$ cat config.mk
export PLATFORM = sky130hd
export DESIGN_NAME = result_unloader
export DESIGN_NICKNAME = d
export VERILOG_FILES = /design/src/rtl/result_unloader.sv
export SDC_FILE = /design/constraint.sdc
export NUM_CORES = 1
export LEC_CHECK = 0
export BUFFER_PORTS_ARGS = -buffer_cell sky130_fd_sc_hd__buf_4
export CORE_MARGIN = 5
export CORE_UTILIZATION = 50
export CTS_CLUSTER_SIZE = 40
export DETAILED_ROUTE_END_ITERATION = 8
export PLACE_DENSITY = 0.77
export SLEW_MARGIN = 20
export SYNTH_ARGS = -nofsm -noshare
export SYNTH_HDL_FRONTEND = slang
export SYNTH_SLANG_ARGS = --single-unit
$ cat constraint.sdc
create_clock -name clk -period 2.01 [get_ports clk]
set_clock_uncertainty 0.15 [all_clocks]
set_input_delay 0.402 -clock clk [delete_from_list [all_inputs] [get_ports clk]]
set_output_delay 0.402 -clock clk [all_outputs]
set_load 0.05 [all_outputs]
$ cat src/rtl/result_unloader.sv
// result_unloader
//   Captures the skewed outputs of a 4-column systolic array into a 4x4
//   row-major buffer, then streams the 16 elements out over a valid/ready port.
//
//   Ports:
//     clk, rst              clock; synchronous active-high reset
//     start                 begin one capture/drain pass (honoured only in IDLE)
//     col_in0..col_in3      skewed column outputs of the array
//     out_data, out_valid   result element stream
//     out_ready             consumer accepts out_data
//     busy                  high whenever the FSM is not in IDLE
//     done                  one-cycle pulse after the 16th element is accepted
//     state_dbg             current FSM state (IDLE=0, WAIT=1, CAPTURE=2, DRAIN=3)
//
//   Handshake: an element transfers on every rising edge where out_valid and
//   out_ready are both 1. out_valid is only ever high in DRAIN, and while it is
//   high and out_ready is low, out_data and the read index hold unchanged.
//
//   Timing, with E0 the edge that samples start in IDLE: WAIT runs until edge
//   E0+FIRST_LAT-1, columns are sampled on edges E0+FIRST_LAT+s (s=0..6), and
//   the first element is presented after edge E0+FIRST_LAT+6.
module result_unloader #(
  parameter int DATA_W    = 8,
  parameter int FIRST_LAT = 11
) (
  input  logic              clk,
  input  logic              rst,
  input  logic              start,
  input  logic [DATA_W-1:0] col_in0,
  input  logic [DATA_W-1:0] col_in1,
  input  logic [DATA_W-1:0] col_in2,
  input  logic [DATA_W-1:0] col_in3,
  output logic [DATA_W-1:0] out_data,
  output logic              out_valid,
  input  logic              out_ready,
  output logic              busy,
  output logic              done,
  output logic [1:0]        state_dbg
);

  typedef enum logic [1:0] {
    ST_IDLE    = 2'd0,
    ST_WAIT    = 2'd1,
    ST_CAPTURE = 2'd2,
    ST_DRAIN   = 2'd3
  } state_t;

  // WAIT leaves on edge E0+FIRST_LAT-1; the counter is 0 after E0, so the
  // exit value is FIRST_LAT-2. With FIRST_LAT=1 WAIT is skipped entirely.
  localparam logic [7:0] WAIT_LAST = 8'(FIRST_LAT - 2);

  state_t            state_q, state_d;
  logic [7:0]        wait_cnt;
  logic [2:0]        step;
  logic [3:0]        rd_idx;
  logic              done_q;
  logic [DATA_W-1:0] buf_q [16];
  logic [DATA_W-1:0] col   [4];

  assign col[0] = col_in0;
  assign col[1] = col_in1;
  assign col[2] = col_in2;
  assign col[3] = col_in3;

  always_comb begin
    state_d   = state_q;
    out_valid = 1'b0;
    busy      = 1'b0;
    out_data  = '0;
    case (state_q)
      ST_IDLE: begin
        // A start coinciding with the done pulse is dropped.
        if (start && !done_q) begin
          state_d = (FIRST_LAT == 1) ? ST_CAPTURE : ST_WAIT;
        end
      end
      ST_WAIT: begin
        busy = 1'b1;
        if (wait_cnt == WAIT_LAST) state_d = ST_CAPTURE;
      end
      ST_CAPTURE: begin
        busy = 1'b1;
        if (step == 3'd6) state_d = ST_DRAIN;
      end
      ST_DRAIN: begin
        busy      = 1'b1;
        out_valid = 1'b1;
        out_data  = buf_q[rd_idx];
        if (out_ready && rd_idx == 4'd15) state_d = ST_IDLE;
      end
      default: state_d = ST_IDLE;
    endcase
  end

  always_ff @(posedge clk) begin
    if (rst) begin
      state_q  <= ST_IDLE;
      wait_cnt <= '0;
      step     <= '0;
      rd_idx   <= '0;
      done_q   <= 1'b0;
    end else begin
      state_q <= state_d;
      done_q  <= (state_q == ST_DRAIN) && out_ready && (rd_idx == 4'd15);

      if (state_q == ST_WAIT) wait_cnt <= wait_cnt + 8'd1;
      else                    wait_cnt <= '0;

      if (state_q == ST_CAPTURE) step <= step + 3'd1;
      else                       step <= '0;

      // The last transfer returns the index to 0 rather than wrapping a read.
      if (state_q == ST_DRAIN) begin
        if (out_ready) rd_idx <= (rd_idx == 4'd15) ? 4'd0 : rd_idx + 4'd1;
      end else begin
        rd_idx <= '0;
      end
    end
  end

  // Column c carries row (s-c) at capture step s; outside that diagonal
  // window its value belongs to another tile and is ignored. The buffer is
  // not reset and keeps its contents between passes.
  always_ff @(posedge clk) begin
    if (!rst && state_q == ST_CAPTURE) begin
      for (int c = 0; c < 4; c++) begin
        automatic int r = int'(step) - c;
        if (r >= 0 && r <= 3) begin
          buf_q[4'(r * 4 + c)] <= col[c];
        end
      end
    end
  end

  assign done      = done_q;
  assign state_dbg = state_q;

endmodule
==> metrics.txt, run 1 <==
min Tclk post-route 2490 ps; post-synthesis mux area share 11.1%; global-route usage over all layers between 10% and 20%; chip height about 120 um; Root Driver clkbuf_16; Synth Flop Type edfxtp_1; DP Wirelength 9410 um; Cell variety after synth 38; synthesized-area fraction occupied by ao, oa, aoi and oai cells ~5.3%; drt total wl approximately 14,000 um; drt via density 5.42; CTS tree yes; Worst Path Class, Setup reg -> out; status complete, but fails checks; Post-DRT Antenna Nets 0; max_cap viols 0; Worst-Margin Slew 340 ps; core box area around 12,000 um2; Routability Congestion 0.818; fmax 402 MHz; crit path max fanout 9; syn_area_per_cell 16.0 um2; Initial Utilization 51.1%; RSZ-0062 raised after global routing true; Lkg Pwr 2.86 nW; final worst path period share 124%; Mapped Area approximately 6200 um2; failing checks negative setup slack; grt total ovfl 0; Area Growth Syn to Fin 34.1%; Crit. End Element output pin; Async S/R FF share, synth 0%; most frequent cells in the layout edfxtp_1, buf_4, mux2i_1; power density cells 890 nW/um2; fin cells 667; post-synthesis cell count 384; Finished Core Util just under 70%; clock latency at the later pin of the worst-skew pair about 420 ps; vias about 3,600; fillers between 700 and 800; final setup vio count 8; TritonCTS sink count 150; most common cell after layout, fill and taps aside edfxtp_1; xor/xnor share of the synthesized area 1.14%; vias in the first global route 3,840; setup_tns -3590 ps; number of buffers on the longest clock path 2; WP data required 1460 ps; reg-to-reg slack, setup ~60 ps; sequential area share after synthesis 69.5%; final non-filler cell area 8260 um2; Pre-Repair DR Iteration Count 5; CTS Hold Bufs 0; I/O Buffers 48; H-tree levels 4; combinational family with the most area after synthesis multiplexers; HP Class in -> reg; I/O pins 49; syn nets 439; largest net degree at the start of global routing 17; CTS Buf Count 17; Worst setup SP type register; Residual DRC 0; Slew Viols, Final 0; Die W 121 um; placed cell count roughly 630; DP Area 7270 um2; Rows 40; VDD IR-drop max 672 uV; post-synthesis adder-cell area fraction 3.86%; PnR worst setup slack -475 ps; CP arrival 1930 ps; Routed wire per std cell 20.8 um; diodes inserted 0; initial antenna violation count 0; Reg clk slew, reported paths roughly 60 ps; die area ~15,000 um2; Slew headroom 77.0%; Initial DRC Count 241; first-pass GRT wire length 20,800 um; post-synthesis simple-gate area fraction 6.98%; EDFF count, synth 128; minimum hold slack 34.6 ps; #FFs+latches synth 150; Ys Warns 0; final hold vios 0; layout cells sized above 1 38.7%; Final nets 542
-- worst max-delay path, stage by stage (launching register included) --
cell     delay [ps]
dfxtp_4         380
buf_12          160
nor2b_4         140
buf_4           180
a22oi_1         210
nand2_2          90
o21ai_4         170
buf_6           180
-- worst paths after layout --
path	end	from	cells past startpoint
max	out_data[3]	register	7
min	buf_q[3][3]	col_in3[3]	1
min reg2reg	wait_cnt[0]	wait_cnt[0]	1
max reg2reg	state_dbg[0]	step[0]	7
-- metrics by stage --
stage / worst slack (ps) / power, mW
floorplan: -65.5 / 4.02
global placement: -222 / 4.29
detailed placement: -252 / 4.31
CTS: -484 / 7.38
global route: -542 / 7.62
finish: -475 / 7.36
-- flip-flops by register name (all words and copies together) (netlist names), named ones only --
name / cells
rd_idx: 4
state_dbg: 2
step: 3
buf_q: 128
wait_cnt: 8
done: 1
-- synth_stat cells (8+ instances only) --
cell        n  area, um2
inv_1       8       30.0
o21ai_0    11       55.1
nand2_1    12       45.0
dfxtp_1    22        440
mux4_2      8        180
mux2i_1    49        490
nand2b_1    9       56.3
nand3_1    11       55.1
a22oi_1    20        150
edfxtp_1  128       3840
ha_1       19        238
nor2_1     17       63.8
and2_1     14       87.6
-- cell families after synthesis --
kind of cell	Yosys count
buffers and inverters	21
AOI/OAI and AO/OA	47
muxes	58
xor gates and xnor gates	8
adders and majority gates	19
and+or+nand+nor	81
DFF	150
-- per-layer routing --
| metal | GRT usage [%] | wire (um) | vias up |
|---|---|---|---|
| met5 | 0 | 0 | - |
| met4 | 6.52 | 316 | 0 |
| met3 | 6.34 | 885 | 26 |
| met2 | 34.9 | 7510 | 130 |
| met1 | 22.8 | 5180 | 1784 |
| li1 | - | - | 1678 |
-- final cells by class --
cell class / count / area, um2 / share of cell area (%)
Clock buffer: 18 / 429 / 5.19
Clock inverter: 13 / 139 / 1.68
Inverter: 8 / 30.0 / 0.363
Multi-Input combinational cell: 213 / 2120 / 25.6
Sequential cell: 150 / 4300 / 52.0
Tap cell: 168 / 210 / 2.54
Timing Repair Buffer: 97 / 1040 / 12.6
-- where the power goes --
group	internal, mW	switching (mW)
Sequential	3.43	0.0498
Combinational	0.343	0.483
Clock	1.91	1.14
-- what timing repair did --
| action | CTS | global route |
|---|---|---|
| setup endpoints to repair | 20 | 128 |
| buffers inserted | 5 | 4 |
| gates resized for setup | 41 | 37 |
| pin swaps | 10 | 12 |
Note: power is estimated with default switching activity, not from simulation.
==> run 2, diff against run 1 <==
--- a/config.mk
+++ b/config.mk
@@ -7,10 +7,11 @@
 export LEC_CHECK = 0
 export BUFFER_PORTS_ARGS = -buffer_cell sky130_fd_sc_hd__buf_4
 export CORE_MARGIN = 5
-export CORE_UTILIZATION = 50
-export CTS_CLUSTER_SIZE = 40
+export CORE_UTILIZATION = 45
+export CTS_CLUSTER_SIZE = 8
 export DETAILED_ROUTE_END_ITERATION = 8
-export PLACE_DENSITY = 0.77
+export GPL_TIMING_DRIVEN = 0
+export PLACE_DENSITY = 0.71
 export SLEW_MARGIN = 20
 export SYNTH_ARGS = -nofsm -noshare
 export SYNTH_HDL_FRONTEND = slang
==> metrics.txt, run 2 (same netlist as run 1, synthesis figures left out) <==
final worst path period share 130% (was 124%); min Tclk post-route 2610 ps (was 2490 ps); Routed wire per std cell 21.3 um (was 20.8 um); core box area 13,300 um2 (was 12,100 um2); drt via density 5.38 (was 5.42); max_cap viols 0 (unchanged); Largest register FFs 128 (unchanged); placed cell count 608 (was 627); fmax 384 MHz (was 402 MHz); Worst Path Class, Setup reg -> out (unchanged); Pre-Repair DR Iteration Count 5 (unchanged); r2r worst-path depth 4 (was 7); vias in the first global route 3,671 (was 3,840); CTS tree yes (unchanged); Root Driver clkbuf_16 (unchanged); most frequent cells in the layout edfxtp_1, mux2i_1, buf_4 (was edfxtp_1, buf_4, mux2i_1); Largest regs buf_q (128), wait_cnt (8), rd_idx (4) (unchanged); Area Growth Syn to Fin 29.0% (was 34.1%); VDD IR-drop max 784 uV (was 672 uV); Final nets 517 (was 542); failing checks negative setup slack (unchanged); Largest Register buf_q (unchanged); final setup vio count 8 (unchanged); reg-to-reg slack, setup 50 ps (was 60 ps); Finished Core Util 59.5% (was 68.5%); clock latency at the later pin of the worst-skew pair 410 ps (was 420 ps); Worst-Margin Slew 451 ps (was 340 ps); die area 16,100 um2 (was 14,600 um2); CTS Hold Bufs 0 (unchanged); Residual DRC 0 (unchanged); I/O Buffers 48 (unchanged); Die W 127 um (was 121 um); TritonCTS sink count 150 (unchanged); Slew Viols, Final 0 (unchanged); Reg clk slew, reported paths 60 ps (about the same); Tot Pwr 7.06 mW (was 7.36 mW); HP Class in -> reg (unchanged); CTS Buf Count 17 (unchanged); RSZ-0062 raised after global routing true (unchanged); Post-DRT Antenna Nets 0 (unchanged); Rows 42 (was 40); DP Wirelength 9050 um (was 9410 um); final hold vios 0 (unchanged); Lkg Pwr 2.69 nW (was 2.86 nW); fin cells 651 (was 667); layout cells sized above 1 36.0% (was 38.7%); grt total ovfl 0 (unchanged); end of the worst register-to-register path buf_q[11][6] (was state_dbg[0]); Worst Hold Launch col_in3[3] (unchanged); I/O pins 49 (unchanged); most common cell after layout, fill and taps aside edfxtp_1 (unchanged); Hold EP buf_q[7][3] (was buf_q[3][3]); initial antenna violation count 0 (unchanged); WP data required 1460 ps (about the same); vias 3,500 (was 3,618); status complete, but fails checks (unchanged); Worst setup SP type register (unchanged); Hold Path Depth 1 (unchanged); chip height 127 um (was 121 um); Initial Utilization 46.2% (was 51.1%); minimum hold slack 32.0 ps (was 34.6 ps); PnR worst setup slack -596 ps (was -475 ps); Slew headroom 69.9% (was 77.0%); first-pass GRT wire length 20,900 um (was 20,800 um); diodes inserted 0 (unchanged); Routability Congestion 0.858 (was 0.818); crit path max fanout 5 (was 9); Crit. End Element output pin (unchanged); number of buffers on the longest clock path 2 (unchanged); largest net degree at the start of global routing 17 (unchanged); Initial DRC Count 303 (was 241); power density cells 889 nW/um2 (was 890 nW/um2); global-route usage over all layers 17.8% (was 19.8%); CP arrival 2050 ps (was 1930 ps); H-tree levels 4 (unchanged); drt total wl 13,900 um (about the same); worst r2r src step[0] (unchanged)
==> run 2: per-stage QoR <==
step | instance area (um2) | setup WS, ps | setup TNS, ps
2_1_floorplan | 6290 | -65.5 | -85.6
3_3_place_gp | 6870 | -405 | -30140
3_5_place_dp | 6870 | -455 | -36320
4_1_cts | 7790 | -604 | -4510
5_1_grt | 7950 | -662 | -5030
6_report | 7950 | -596 | -4390
==> run 2: cell type report <==
cell class / instances / area, um2
fillers: 1022 / 5400
inverters: 8 / 30.0
clock inverters: 12 / 80.1
flip-flops and latches: 150 / 4300
well taps: 176 / 220
repair buffers: 59 / 611
plain buffers: 13 / 170
clock buffers: 20 / 437
multi-input cells: 213 / 2100
==> run 2: repair_timing <==
| action | in CTS | in global routing |
|---|---|---|
| resized for setup | 80 | 24 |
| cloned | 2 | 3 |
| pin swaps | 6 | 16 |
| setup buffers | 6 | 0 |
| endpoints found under the setup margin | 136 | 128 |
==> run 2: per-layer routing <==
metal  up-vias  global-route usage [%]  part of all wire, %
li1       1626                       -                    -
met3        20                    4.51                  4.6
met1      1761                    22.9                   43
met4         0                    7.38                  2.1
met2        93                    29.0                   50
met5         -                       0                    0
==> run 2: how the worst max path moves through the flow <==
stage	from	end	slack, ps	cells past startpoint
floorplan	register	out_data[2]	-70	5
global placement	register	out_data[0]	-400	7
detailed placement	register	out_data[0]	-460	7
CTS	register	out_data[2]	-600	8
global route	register	out_data[2]	-660	8
finish	register	out_data[0]	-600	8
==> run 2: report_power, final <==
group	switching (mW)	internal (mW)	leakage [nW]
combinational	0.492	0.332	1.13
clock	1.19	1.57	0.236
sequential	0.0519	3.44	1.33
total	1.73	5.33	2.69
==> run 2: worst max-delay path, cell delays in order (launching register included) <==
cell and delay (ps):
dfxtp_4 360, buf_12 140, buf_12 150, buf_12 140
mux2i_2 160, a22oi_1 180, nand2_1 130, o21ai_4 200
buf_6 180
==> run 3, diff against run 2 <==
--- a/config.mk
+++ b/config.mk
@@ -6,12 +6,14 @@
 export NUM_CORES = 1
 export LEC_CHECK = 0
 export BUFFER_PORTS_ARGS = -buffer_cell sky130_fd_sc_hd__buf_4
+export CORE_ASPECT_RATIO = 0.7
 export CORE_MARGIN = 5
 export CORE_UTILIZATION = 45
 export CTS_CLUSTER_SIZE = 8
 export DETAILED_ROUTE_END_ITERATION = 8
 export GPL_TIMING_DRIVEN = 0
 export PLACE_DENSITY = 0.71
+export REMOVE_ABC_BUFFERS = 1
 export SLEW_MARGIN = 20
 export SYNTH_ARGS = -nofsm -noshare
 export SYNTH_HDL_FRONTEND = slang
==> constraint.sdc (replaced) <==
create_clock -name clk -period 2.01 [get_ports clk]
set_clock_uncertainty 0.15 [all_clocks]
set_input_delay 0.1005 -clock clk [delete_from_list [all_inputs] [get_ports clk]]
set_output_delay 0.1005 -clock clk [all_outputs]
set_load 0.05 [all_outputs]
==> metrics.txt, run 3 (same netlist as run 1, synthesis figures left out) <==
status complete, but fails checks (unchanged); failing checks negative setup slack (unchanged); CP arrival 2000 ps (was 2050 ps); Root Driver clkbuf_16 (unchanged); Final nets 544 (was 517); P_int 5.51 mW (was 5.33 mW); chip height 108 um (was 127 um); Routability Congestion 0.842 (was 0.858); Rows 35 (was 42); Worst Path Class, Setup reg -> out (unchanged); PnR worst setup slack -242 ps (was -596 ps); CP endpoint out_data[2] (was out_data[0]); most common cell after layout, fill and taps aside edfxtp_1 (unchanged); die area 16,200 um2 (was 16,100 um2); min Tclk post-route 2250 ps (was 2610 ps); WP data required 1760 ps (was 1460 ps); Largest regs buf_q (128), wait_cnt (8), rd_idx (4) (unchanged); VDD IR-drop max 1010 uV (was 784 uV); initial antenna violation count 0 (unchanged); Largest register FFs 128 (unchanged); final hold vios 0 (unchanged); reg-to-reg slack, setup 70 ps (was 50 ps); Residual DRC 0 (unchanged); number of buffers on the longest clock path 2 (unchanged); Pre-Repair DR Iteration Count 4 (was 5); drt total wl 13,600 um (was 13,900 um); setup_tns -1470 ps (was -4390 ps); vias 3,632 (was 3,500); clock latency at the later pin of the worst-skew pair 410 ps (about the same); CTS tree yes (unchanged); Reg clk slew, reported paths 60 ps (about the same); global-route usage over all layers 17.4% (was 17.8%); Area Growth Syn to Fin 31.6% (was 29.0%); RSZ-0062 raised after global routing true (unchanged); largest net degree at the start of global routing 17 (unchanged); fmax 444 MHz (was 384 MHz); fillers 981 (was 1,022); Slew Viols, Final 0 (unchanged); final worst path period share 112% (was 130%); r2r worst-path depth 4 (unchanged); core box area 13,300 um2 (about the same); Post-DRT Antenna Nets 0 (unchanged); Crit. End Element output pin (unchanged); Largest Register buf_q (unchanged); Comb power frac 11.4% (was 11.7%); Die W 150 um (was 127 um); Routed wire per std cell 19.8 um (was 21.3 um); I/O pins 49 (unchanged); drt via density 5.29 (was 5.38); HP Class in -> reg (unchanged); TritonCTS sink count 150 (unchanged); Clk pwr share 41.1% (was 38.9%); Finished Core Util 61.1% (was 59.5%); worst r2r src step[0] (unchanged); Hold Path Depth 5 (was 1); switching share of power 24.9% (was 24.5%); DP Wirelength 8550 um (was 9050 um); power density cells 905 nW/um2 (was 889 nW/um2); Tot Pwr 7.34 mW (was 7.06 mW); Slew headroom 70.2% (was 69.9%); end of the worst register-to-register path buf_q[11][3] (was buf_q[11][6]); Worst setup SP type register (unchanged); H-tree levels 4 (unchanged); max_cap viols 0 (unchanged); Initial Utilization 46.4% (was 46.2%); vias in the first global route 3,777 (was 3,671); grt total ovfl 0 (unchanged); Initial DRC Count 234 (was 303); Lkg Pwr 2.79 nW (was 2.69 nW); Worst-Margin Slew 445 ps (was 451 ps); final setup vio count 8 (unchanged); CTS Buf Count 17 (unchanged); layout cells sized above 1 33.7% (was 36.0%); diodes inserted 0 (unchanged); first-pass GRT wire length 20,600 um (was 20,900 um); I/O Buffers 48 (unchanged); crit path max fanout 7 (was 5); net switching power 1.83 mW (was 1.73 mW); sequential power share 47.5% (was 49.4%); most frequent cells in the layout edfxtp_1, buf_4, mux2i_1 (was edfxtp_1, mux2i_1, buf_4)
[run 3: layout make-up]
cell class                 instances  area, um2  share of cell area (%)
inverter                           8       30.0                   0.370
sequential                       150       4310                    53.1
multi-input combinational        213       2010                    24.8
tap                              185        231                    2.85
timing repair buffer              99        963                    11.9
clock inverter                    15        143                    1.76
clock buffer                      17        425                    5.25
[run 3: power groups by stage]
stage / sequential, mW / combinational (mW) / clock (mW)
after floorplan: 3.60 / 0.374 / 0
after global placement: 3.54 / 0.661 / 0
after detailed placement: 3.54 / 0.679 / 0
after CTS: 3.47 / 0.803 / 3.05
after global routing: 3.50 / 0.908 / 3.21
final: 3.49 / 0.833 / 3.02
[run 3: per-layer routing]
metal | wire length [um] | global-route usage, % | up-vias
li1 | - | - | 1691
met4 | 147 | 4.05 | 0
met3 | 810 | 5.05 | 14
met2 | 6620 | 27.8 | 120
met1 | 6000 | 23.9 | 1807
met5 | 0 | 0 | -
[run 3: what timing repair did]
| action | in CTS | in global routing |
|---|---|---|
| buffers inserted | 14 | 1 |
| hold endpoints to repair | 142 | 0 |
| gates cloned | 2 | 0 |
| hold buffers | 34 | 0 |
| pin swaps | 7 | 6 |
| gates resized for setup | 80 | 34 |
| setup endpoints to repair | 136 | 138 |
[run 3: per-stage QoR]
stage	hold slack, ps	cell area (um2)	worst slack, ps	cells
after global routing	166	8110	-306	687
after floorplan	19.6	6060	-2070	371
final	122	8110	-242	687
after detailed placement	158	6680	-757	605
after global placement	152	6650	-2240	604
after CTS	106	8000	-241	687
[run 3: worst min-delay path by stage]
stage                    start            to  slack [ps]
global route             start  state_dbg[0]         170
detailed placement  col_in1[6]   buf_q[1][6]         160
floorplan                  rst  state_dbg[0]          20
finish                   start  state_dbg[1]         120
CTS                      start  state_dbg[1]         110
global placement           rst  state_dbg[1]         150
[run 3: worst max-delay path, stage by stage, from the launching register on]
cell and delay, ps:
dfxtp_4 410, buf_12 150, mux4_2 540, o21ai_2 210, o31ai_4 100, buf_6 160
